### config.mk
export PLATFORM = sky130hd
export DESIGN_NAME = add_seq_arb
export DESIGN_NICKNAME = d
export VERILOG_FILES = /design/src/rtl/add_seq_pkg.sv /design/src/rtl/add_seq_arb_lf_add8.sv /design/src/rtl/add_seq_arb.sv
export SDC_FILE = /design/constraint.sdc
export NUM_CORES = 1
export LEC_CHECK = 0
export ABC_AREA = 1
export CORE_MARGIN = 3
export CORE_UTILIZATION = 42
export CTS_CLUSTER_SIZE = 28
export DETAILED_ROUTE_END_ITERATION = 8
export GPL_ROUTABILITY_DRIVEN = 0
export HOLD_SLACK_MARGIN = 0.05
export PLACE_DENSITY = 0.77
export RECOVER_POWER = 50
export SLEW_MARGIN = 0
export SYNTH_ARGS = -nofsm -noshare
export SYNTH_HDL_FRONTEND = slang
export SYNTH_SLANG_ARGS = --single-unit
### constraint.sdc
create_clock -name clk -period 2.98 [get_ports clk]
set_clock_uncertainty 0.2 [all_clocks]
set_input_delay 0.447 -clock clk [delete_from_list [all_inputs] [get_ports clk]]
set_output_delay 0.447 -clock clk [all_outputs]
set_load 0.01 [all_outputs]
### src/rtl/add_seq_pkg.sv
// -----------------------------------------------------------------------------
// add_seq_pkg
// Shared types and constants for the add_seq_arb multi-byte add sequencer.
//   state_t    : sequencer FSM state encoding (IDLE, ADD, RESP)
//   BYTE_W     : width of one adder slice step (one byte)
//   idx_width(): bit width of the byte index for a given byte count (>= 1)
// -----------------------------------------------------------------------------
package add_seq_pkg;

   typedef enum logic [1:0] {
      IDLE = 2'd0,
      ADD  = 2'd1,
      RESP = 2'd2
   } state_t;

   localparam int BYTE_W = 8;

   // ceil(log2(n)), never less than one bit so a single-byte build still
   // has a legal index register.
   function automatic int idx_width(input int n);
      int w;
      w = 1;
      while ((1 << w) < n) begin
         w = w + 1;
      end
      return w;
   endfunction

endpackage

### src/rtl/add_seq_arb_lf_add8.sv
// -----------------------------------------------------------------------------
// lf_add8_cin
// Purely combinational 8-bit Ladner-Fischer parallel-prefix adder with carry-in.
// Ports:
//   a, b  [7:0] : addends
//   cin         : carry into bit 0
//   s     [7:0] : sum
//   cout        : carry out of bit 7
// The carry-in is folded into the bit-0 generate term, so every prefix group
// below already includes cin and directly yields the carry into the next bit.
// -----------------------------------------------------------------------------
module lf_add8_cin (
   input  logic [7:0] a,
   input  logic [7:0] b,
   input  logic       cin,
   output logic [7:0] s,
   output logic       cout
);

   logic [7:0] p;
   logic [7:0] g;
   logic [8:0] c;

   // Prefix group terms; gXY / pXY cover bits X down to Y.
   logic g0c;
   logic g10, g32, g54, g76;
   logic p32, p54, p76;
   logic g20, g30, g64, g74;
   logic p64, p74;
   logic g40, g50, g60, g70;

   assign p = a ^ b;
   assign g = a & b;

   // Level 0: bit 0 absorbs cin
   assign g0c = g[0] | (p[0] & cin);

   // Level 1: adjacent pairs
   assign g10 = g[1] | (p[1] & g0c);
   assign g32 = g[3] | (p[3] & g[2]);
   assign p32 = p[3] & p[2];
   assign g54 = g[5] | (p[5] & g[4]);
   assign p54 = p[5] & p[4];
   assign g76 = g[7] | (p[7] & g[6]);
   assign p76 = p[7] & p[6];

   // Level 2: groups of four
   assign g20 = g[2] | (p[2] & g10);
   assign g30 = g32  | (p32  & g10);
   assign g64 = g[6] | (p[6] & g54);
   assign p64 = p[6] & p54;
   assign g74 = g76  | (p76  & g54);
   assign p74 = p76  & p54;

   // Level 3: upper half joins the complete lower nibble
   assign g40 = g[4] | (p[4] & g30);
   assign g50 = g54  | (p54  & g30);
   assign g60 = g64  | (p64  & g30);
   assign g70 = g74  | (p74  & g30);

   assign c = {g70, g60, g50, g40, g30, g20, g10, g0c, cin};

   genvar gi;
   generate
      for (gi = 0; gi < 8; gi = gi + 1) begin : g_sum
         assign s[gi] = p[gi] ^ c[gi];
      end
   endgenerate

   assign cout = c[8];

endmodule

### src/rtl/add_seq_arb.sv
// -----------------------------------------------------------------------------
// add_seq_arb
// Two requesters share one 8-bit prefix adder slice through a round-robin
// arbiter. An accepted request adds two 8*NBYTES-bit operands one byte per
// cycle (LSB first) with the carry chained through a register; the result is
// returned on a single response channel tagged with the requester id.
// Optional build macro: ADD_SEQ_OVF_EN adds the resp_ovf signed-overflow port.
// Ports:
//   clk, rst                          : clock, synchronous active-high reset
//   reqN_valid/ready/a/b (N = 0,1)    : request channels
//   resp_valid/ready/id/sum/cout      : response channel
//   resp_ovf                          : signed overflow (ADD_SEQ_OVF_EN only)
// Latency: handshake in cycle T, resp_valid from cycle T+NBYTES+1.
// -----------------------------------------------------------------------------
module add_seq_arb
   import add_seq_pkg::*;
#(
   parameter int NBYTES = 4
) (
   input  logic                   clk,
   input  logic                   rst,
   input  logic                   req0_valid,
   output logic                   req0_ready,
   input  logic [8*NBYTES-1:0]    req0_a,
   input  logic [8*NBYTES-1:0]    req0_b,
   input  logic                   req1_valid,
   output logic                   req1_ready,
   input  logic [8*NBYTES-1:0]    req1_a,
   input  logic [8*NBYTES-1:0]    req1_b,
   output logic                   resp_valid,
   input  logic                   resp_ready,
   output logic                   resp_id,
   output logic [8*NBYTES-1:0]    resp_sum,
   output logic                   resp_cout
`ifdef ADD_SEQ_OVF_EN
   ,
   output logic                   resp_ovf
`endif
);

   localparam int W  = BYTE_W * NBYTES;
   localparam int IW = idx_width(NBYTES);
   localparam logic [IW-1:0] LAST_IDX = IW'(NBYTES - 1);

   state_t          state_q, state_d;
   logic            last_grant_q, last_grant_d;
   logic            id_q, id_d;
   logic [W-1:0]    a_q, a_d;
   logic [W-1:0]    b_q, b_d;
   logic [W-1:0]    sum_q, sum_d;
   logic [IW-1:0]   idx_q, idx_d;
   logic            carry_q, carry_d;
   logic            cout_q, cout_d;
`ifdef ADD_SEQ_OVF_EN
   logic            ovf_q, ovf_d;
`endif

   logic            grant0, grant1;
   logic [7:0]      slice_a, slice_b, slice_s;
   logic            slice_cout;

   lf_add8_cin u_slice (
      .a    (slice_a),
      .b    (slice_b),
      .cin  (carry_q),
      .s    (slice_s),
      .cout (slice_cout)
   );

   always_comb begin
      // Arbitration only happens in IDLE; on a tie the requester that did not
      // win last time is granted.
      grant0 = 1'b0;
      grant1 = 1'b0;
      if (state_q == IDLE) begin
         grant0 = req0_valid & (~req1_valid |  last_grant_q);
         grant1 = req1_valid & (~req0_valid | ~last_grant_q);
      end

      slice_a = a_q[int'(idx_q)*BYTE_W +: BYTE_W];
      slice_b = b_q[int'(idx_q)*BYTE_W +: BYTE_W];

      state_d      = state_q;
      last_grant_d = last_grant_q;
      id_d         = id_q;
      a_d          = a_q;
      b_d          = b_q;
      sum_d        = sum_q;
      idx_d        = idx_q;
      carry_d      = carry_q;
      cout_d       = cout_q;
`ifdef ADD_SEQ_OVF_EN
      ovf_d        = ovf_q;
`endif

      case (state_q)
         IDLE: begin
            if (grant0 | grant1) begin
               a_d          = grant1 ? req1_a : req0_a;
               b_d          = grant1 ? req1_b : req0_b;
               id_d         = grant1;
               last_grant_d = grant1;
               carry_d      = 1'b0;
               idx_d        = '0;
               state_d      = ADD;
            end
         end
         ADD: begin
            sum_d[int'(idx_q)*BYTE_W +: BYTE_W] = slice_s;
            carry_d = slice_cout;
            idx_d   = idx_q + IW'(1);
            if (idx_q == LAST_IDX) begin
               cout_d  = slice_cout;
`ifdef ADD_SEQ_OVF_EN
               // Same-sign operands whose sum MSB differs from them overflowed.
               ovf_d   = (a_q[W-1] == b_q[W-1]) & (slice_s[7] != a_q[W-1]);
`endif
               state_d = RESP;
            end
         end
         RESP: begin
            if (resp_ready) begin
               state_d = IDLE;
            end
         end
         default: begin
            state_d = IDLE;
         end
      endcase
   end

   always_ff @(posedge clk) begin
      if (rst) begin
         state_q      <= IDLE;
         last_grant_q <= 1'b1;
         id_q         <= 1'b0;
         a_q          <= '0;
         b_q          <= '0;
         sum_q        <= '0;
         idx_q        <= '0;
         carry_q      <= 1'b0;
         cout_q       <= 1'b0;
`ifdef ADD_SEQ_OVF_EN
         ovf_q        <= 1'b0;
`endif
      end else begin
         state_q      <= state_d;
         last_grant_q <= last_grant_d;
         id_q         <= id_d;
         a_q          <= a_d;
         b_q          <= b_d;
         sum_q        <= sum_d;
         idx_q        <= idx_d;
         carry_q      <= carry_d;
         cout_q       <= cout_d;
`ifdef ADD_SEQ_OVF_EN
         ovf_q        <= ovf_d;
`endif
      end
   end

   assign req0_ready = grant0;
   assign req1_ready = grant1;
   assign resp_valid = (state_q == RESP);
   assign resp_id    = id_q;
   assign resp_sum   = sum_q;
   assign resp_cout  = cout_q;
`ifdef ADD_SEQ_OVF_EN
   assign resp_ovf   = ovf_q;
`endif

endmodule

==> key figures <==
Floorplanning
  – Row count: 40
  – Placeable Area: 12,100 um2
  – Die ar.: 13,900 um2
  – # IOs: 170
  – Initial Util: 43.5%
  – Die Span Y: 118 um
  – Die X: 118 um

Critical path
  – Setup crit end kind: register
  – Critical path buffer and inverter count: 4
  – Most used cell, CP: buf_4
  – R2r worst-path depth: 13
  – WP data required: 3050 ps
  – CP max stage cell: fa_2
  – Crit path cell chain: clkinvlp_4 > buf_4 > buf_4 > o21ai_0 > o22ai_1 > ha_1 > a21oi_1 > nand2_2 > inv_2 > fa_2 > nor3_4 > a22oi_1 > nor2_1
  – Largest delay share family, worst path: adder cells
  – WP data arrival: 2950 ps
  – FF-to-FF setup slack: 100 ps
  – Critical path class: register to register
  – WP depth: 13
  – Worst-path fanout max: 14
  – Setup crit start kind: register
  – Crit-path max cell delay: 460 ps

Yosys
  – Cell count after synthesis: 754
  – Sequential area share after synthesis: 39.5%
  – FFs w/ async S/R, synth: 0%
  – Count of cell types in the netlist: 30
  – FF+latch count, synth: 104
  – Synthesized area: 5270 um2
  – Synth Warn #: 0
  – Predominant post-synthesis flop cell: dfxtp_1
  – Syn Area/Cell: 6.98 um2
  – Post-synth EDFFs: 0
  – Net count of the mapped netlist: 903

Global route
  – Initial antenna violation count: 0
  – Vias in the first global route: 4,887
  – GRT overflow: 0
  – Global-route wire length before repair: 23.8 mm
  – Pin count of the biggest net entering global routing: 91
  – GRT Overall Usage: 20.5%

STA
  – Slew headroom: 28.4%
  – Max-slew violation count: 0
  – Final hold vios: 0
  – Fmax: 347 MHz
  – Final Setup Violations: 0
  – Worst-Margin Slew: 1070 ps
  – Final min period: 2880 ps
  – Period Utilization, post-route: 96.7%
  – Final setup margin: 97.9 ps

Drt
  – DRT Wirelength: 14.8 mm
  – Drt wl/cell: 13.7 um
  – TritonRoute pass-1 iters: 5
  – Post-route ant nets: 0
  – First DRT Iteration DRCs: 403
  – Vias: 5,475
  – DR vias/cell: 5.07
  – Drt drc: 0

Cells and area
  – Layout cells sized above 1: 7.46%
  – Post-route cell area: 7400 um2
  – Fin util: 61.1%
  – Layout net count: 1,056
  – Area Growth Syn to Fin: 40.5%
  – N_diodes: 0

Clock network
  – Clk buf depth: 2
  – H-tree Lvls: 3
  – TritonCTS clock tree: done
  – Clk Latency, worst-skew pair: 340 ps
  – CTS Buf Count: 9
  – Root buf cell: clkbuf_16
  – CTS clk-pin slew, worst paths: 70 ps
  – Clock sinks: 104

Worst hold path
  – Hold/Removal Path Class: register to register
  – WHS Path Cells: 2

Power
  – Pwr Density: 496 nW/um2
  – Leakage: 2.93 nW
  – VDD IR max: 0.000276 V

Job
  – Max Cap Viol: 0

Place
  – Placed Area: 7020 um2
  – Port Buffers: 169
  – Detailed Place HPWL: 11.0 mm
  – Pre-CTS setup slack: -92.3 ps

Status
  – Status: complete, no violations
[per-stage QoR]
step / hold WS (ps) / TNS, ps / instances / total power (W)
2_1_floorplan: 240 / 0 / 754 / 0.00222
3_3_place_gp: 250 / 0 / 1058 / 0.00256
3_5_place_dp: 256 / -205 / 1058 / 0.00258
4_1_cts: 267 / 0 / 1074 / 0.00367
5_1_grt: 287 / -26.3 / 1080 / 0.00386
6_report: 261 / 0 / 1080 / 0.00367
[where the power goes]
group | total [W] | internal [W] | switching (W)
registers | 0.00157 | 0.00150 | 0.0000736
clock network | 0.00110 | 0.000573 | 0.000525
logic | 0.00100 | 0.000444 | 0.000557
[worst register-to-register path: cells and delay by family (launching register included)]
kind	cells	cell delay, ps
AND/OR/NAND/NOR	3	390
buffers and inverters	4	520
adder cells (fa/ha/maj)	2	800
flip-flops	1	390
AO/OA/AOI/OAI	4	520
[cells in the mapped netlist (4+ instances only)]
| master | instances | share of area [%] |
|---|---|---|
| nor2_1 | 163 | 12 |
| nand2_1 | 142 | 10 |
| dfxtp_1 | 104 | 40 |
| a21oi_1 | 102 | 9.7 |
| o21ai_1 | 59 | 5.6 |
| inv_1 | 29 | 2.1 |
| o21ai_0 | 27 | 2.6 |
| clkbuf_1 | 26 | 1.9 |
| buf_4 | 13 | 1.9 |
| ha_1 | 12 | 2.9 |
| o22ai_1 | 10 | 1.2 |
| buf_6 | 8 | 1.7 |
| nand3_1 | 8 | 0.76 |
| a22oi_1 | 7 | 1.0 |
| a32oi_1 | 7 | 1.2 |
| nor3_1 | 6 | 0.57 |
| nor2_4 | 5 | 1.1 |
| fa_1 | 4 | 1.5 |
| nand4_1 | 4 | 0.48 |
[final cells by class]
type / instances / area, um2
multi-input cells: 567 / 2800
fillers: 1147 / 4710
inverters: 32 / 125
clock buffers: 9 / 225
flip-flops and latches: 104 / 2090
clock inverters: 7 / 55.1
repair inverters: 1 / 7.51
repair buffers: 192 / 1890
well taps: 168 / 210
[registers in the layout (all words and copies together) (netlist names)]
name / flops
a_q: 32
b_q: 32
resp_sum: 32
idx_q: 2
state_q: 2
carry_q: 1
last_grant_q: 1
resp_cout: 1
resp_id: 1
[cells in the final DEF (no fill, tap or decap), types with 3 or more instances in the layout]
cell type | netlist | layout
nand3_1 | 8 | 8
dlygate4sd3_1 | 0 | 35
buf_6 | 8 | 4
a22oi_1 | 7 | 7
clkdlybuf4s50_1 | 0 | 133
nand4_1 | 4 | 4
nor2_1 | 163 | 163
a32oi_1 | 7 | 7
nor3_1 | 6 | 3
dfxtp_1 | 104 | 102
inv_1 | 29 | 25
nand2_1 | 142 | 142
o22ai_1 | 10 | 8
fa_2 | 0 | 3
inv_2 | 3 | 5
clkbuf_16 | 0 | 9
a21oi_1 | 102 | 101
o21ai_0 | 27 | 50
o21ai_1 | 59 | 36
buf_4 | 13 | 17
nor2_4 | 5 | 5
clkinvlp_4 | 0 | 4
ha_1 | 12 | 12
[logic make-up (layout without fill, tap and decap cells)]
group	count (synthesis)	after routing	share of synthesized area (%)
XOR/XNOR	2	2	0.333
AND/OR/NAND/NOR	333	333	25.8
adder cells (fa/ha/maj)	16	16	4.37
buffers and inverters	83	241	8.06
AO/OA/AOI/OAI	216	216	21.9
flip-flops	104	104	39.5
[path summary, 6_finish.rpt]
check | start | endpoint
setup / recovery | idx_q[0] | resp_sum[12]
hold / removal | resp_id | resp_id
setup reg to reg | idx_q[0] | resp_sum[12]
hold reg to reg | resp_id | resp_id
[per-layer routing]
metal | GRT usage, % | routed length [um] | vias to the layer above
li1 | - | - | 2802
met1 | 27.0 | 6670 | 2487
met2 | 35.1 | 7110 | 174
met3 | 3.60 | 891 | 12
met4 | 4.47 | 140 | 0
met5 | 0 | 0 | -
[what timing repair did]
action                     in CTS  in global routing
setup endpoints to repair       4                 12
hold buffers                    0                  0
resized for setup               6                 19
setup buffers                   0                  5
gates cloned                    0                  1
pin swaps                       1                  8
Note: power is estimated with default switching activity, not from simulation.
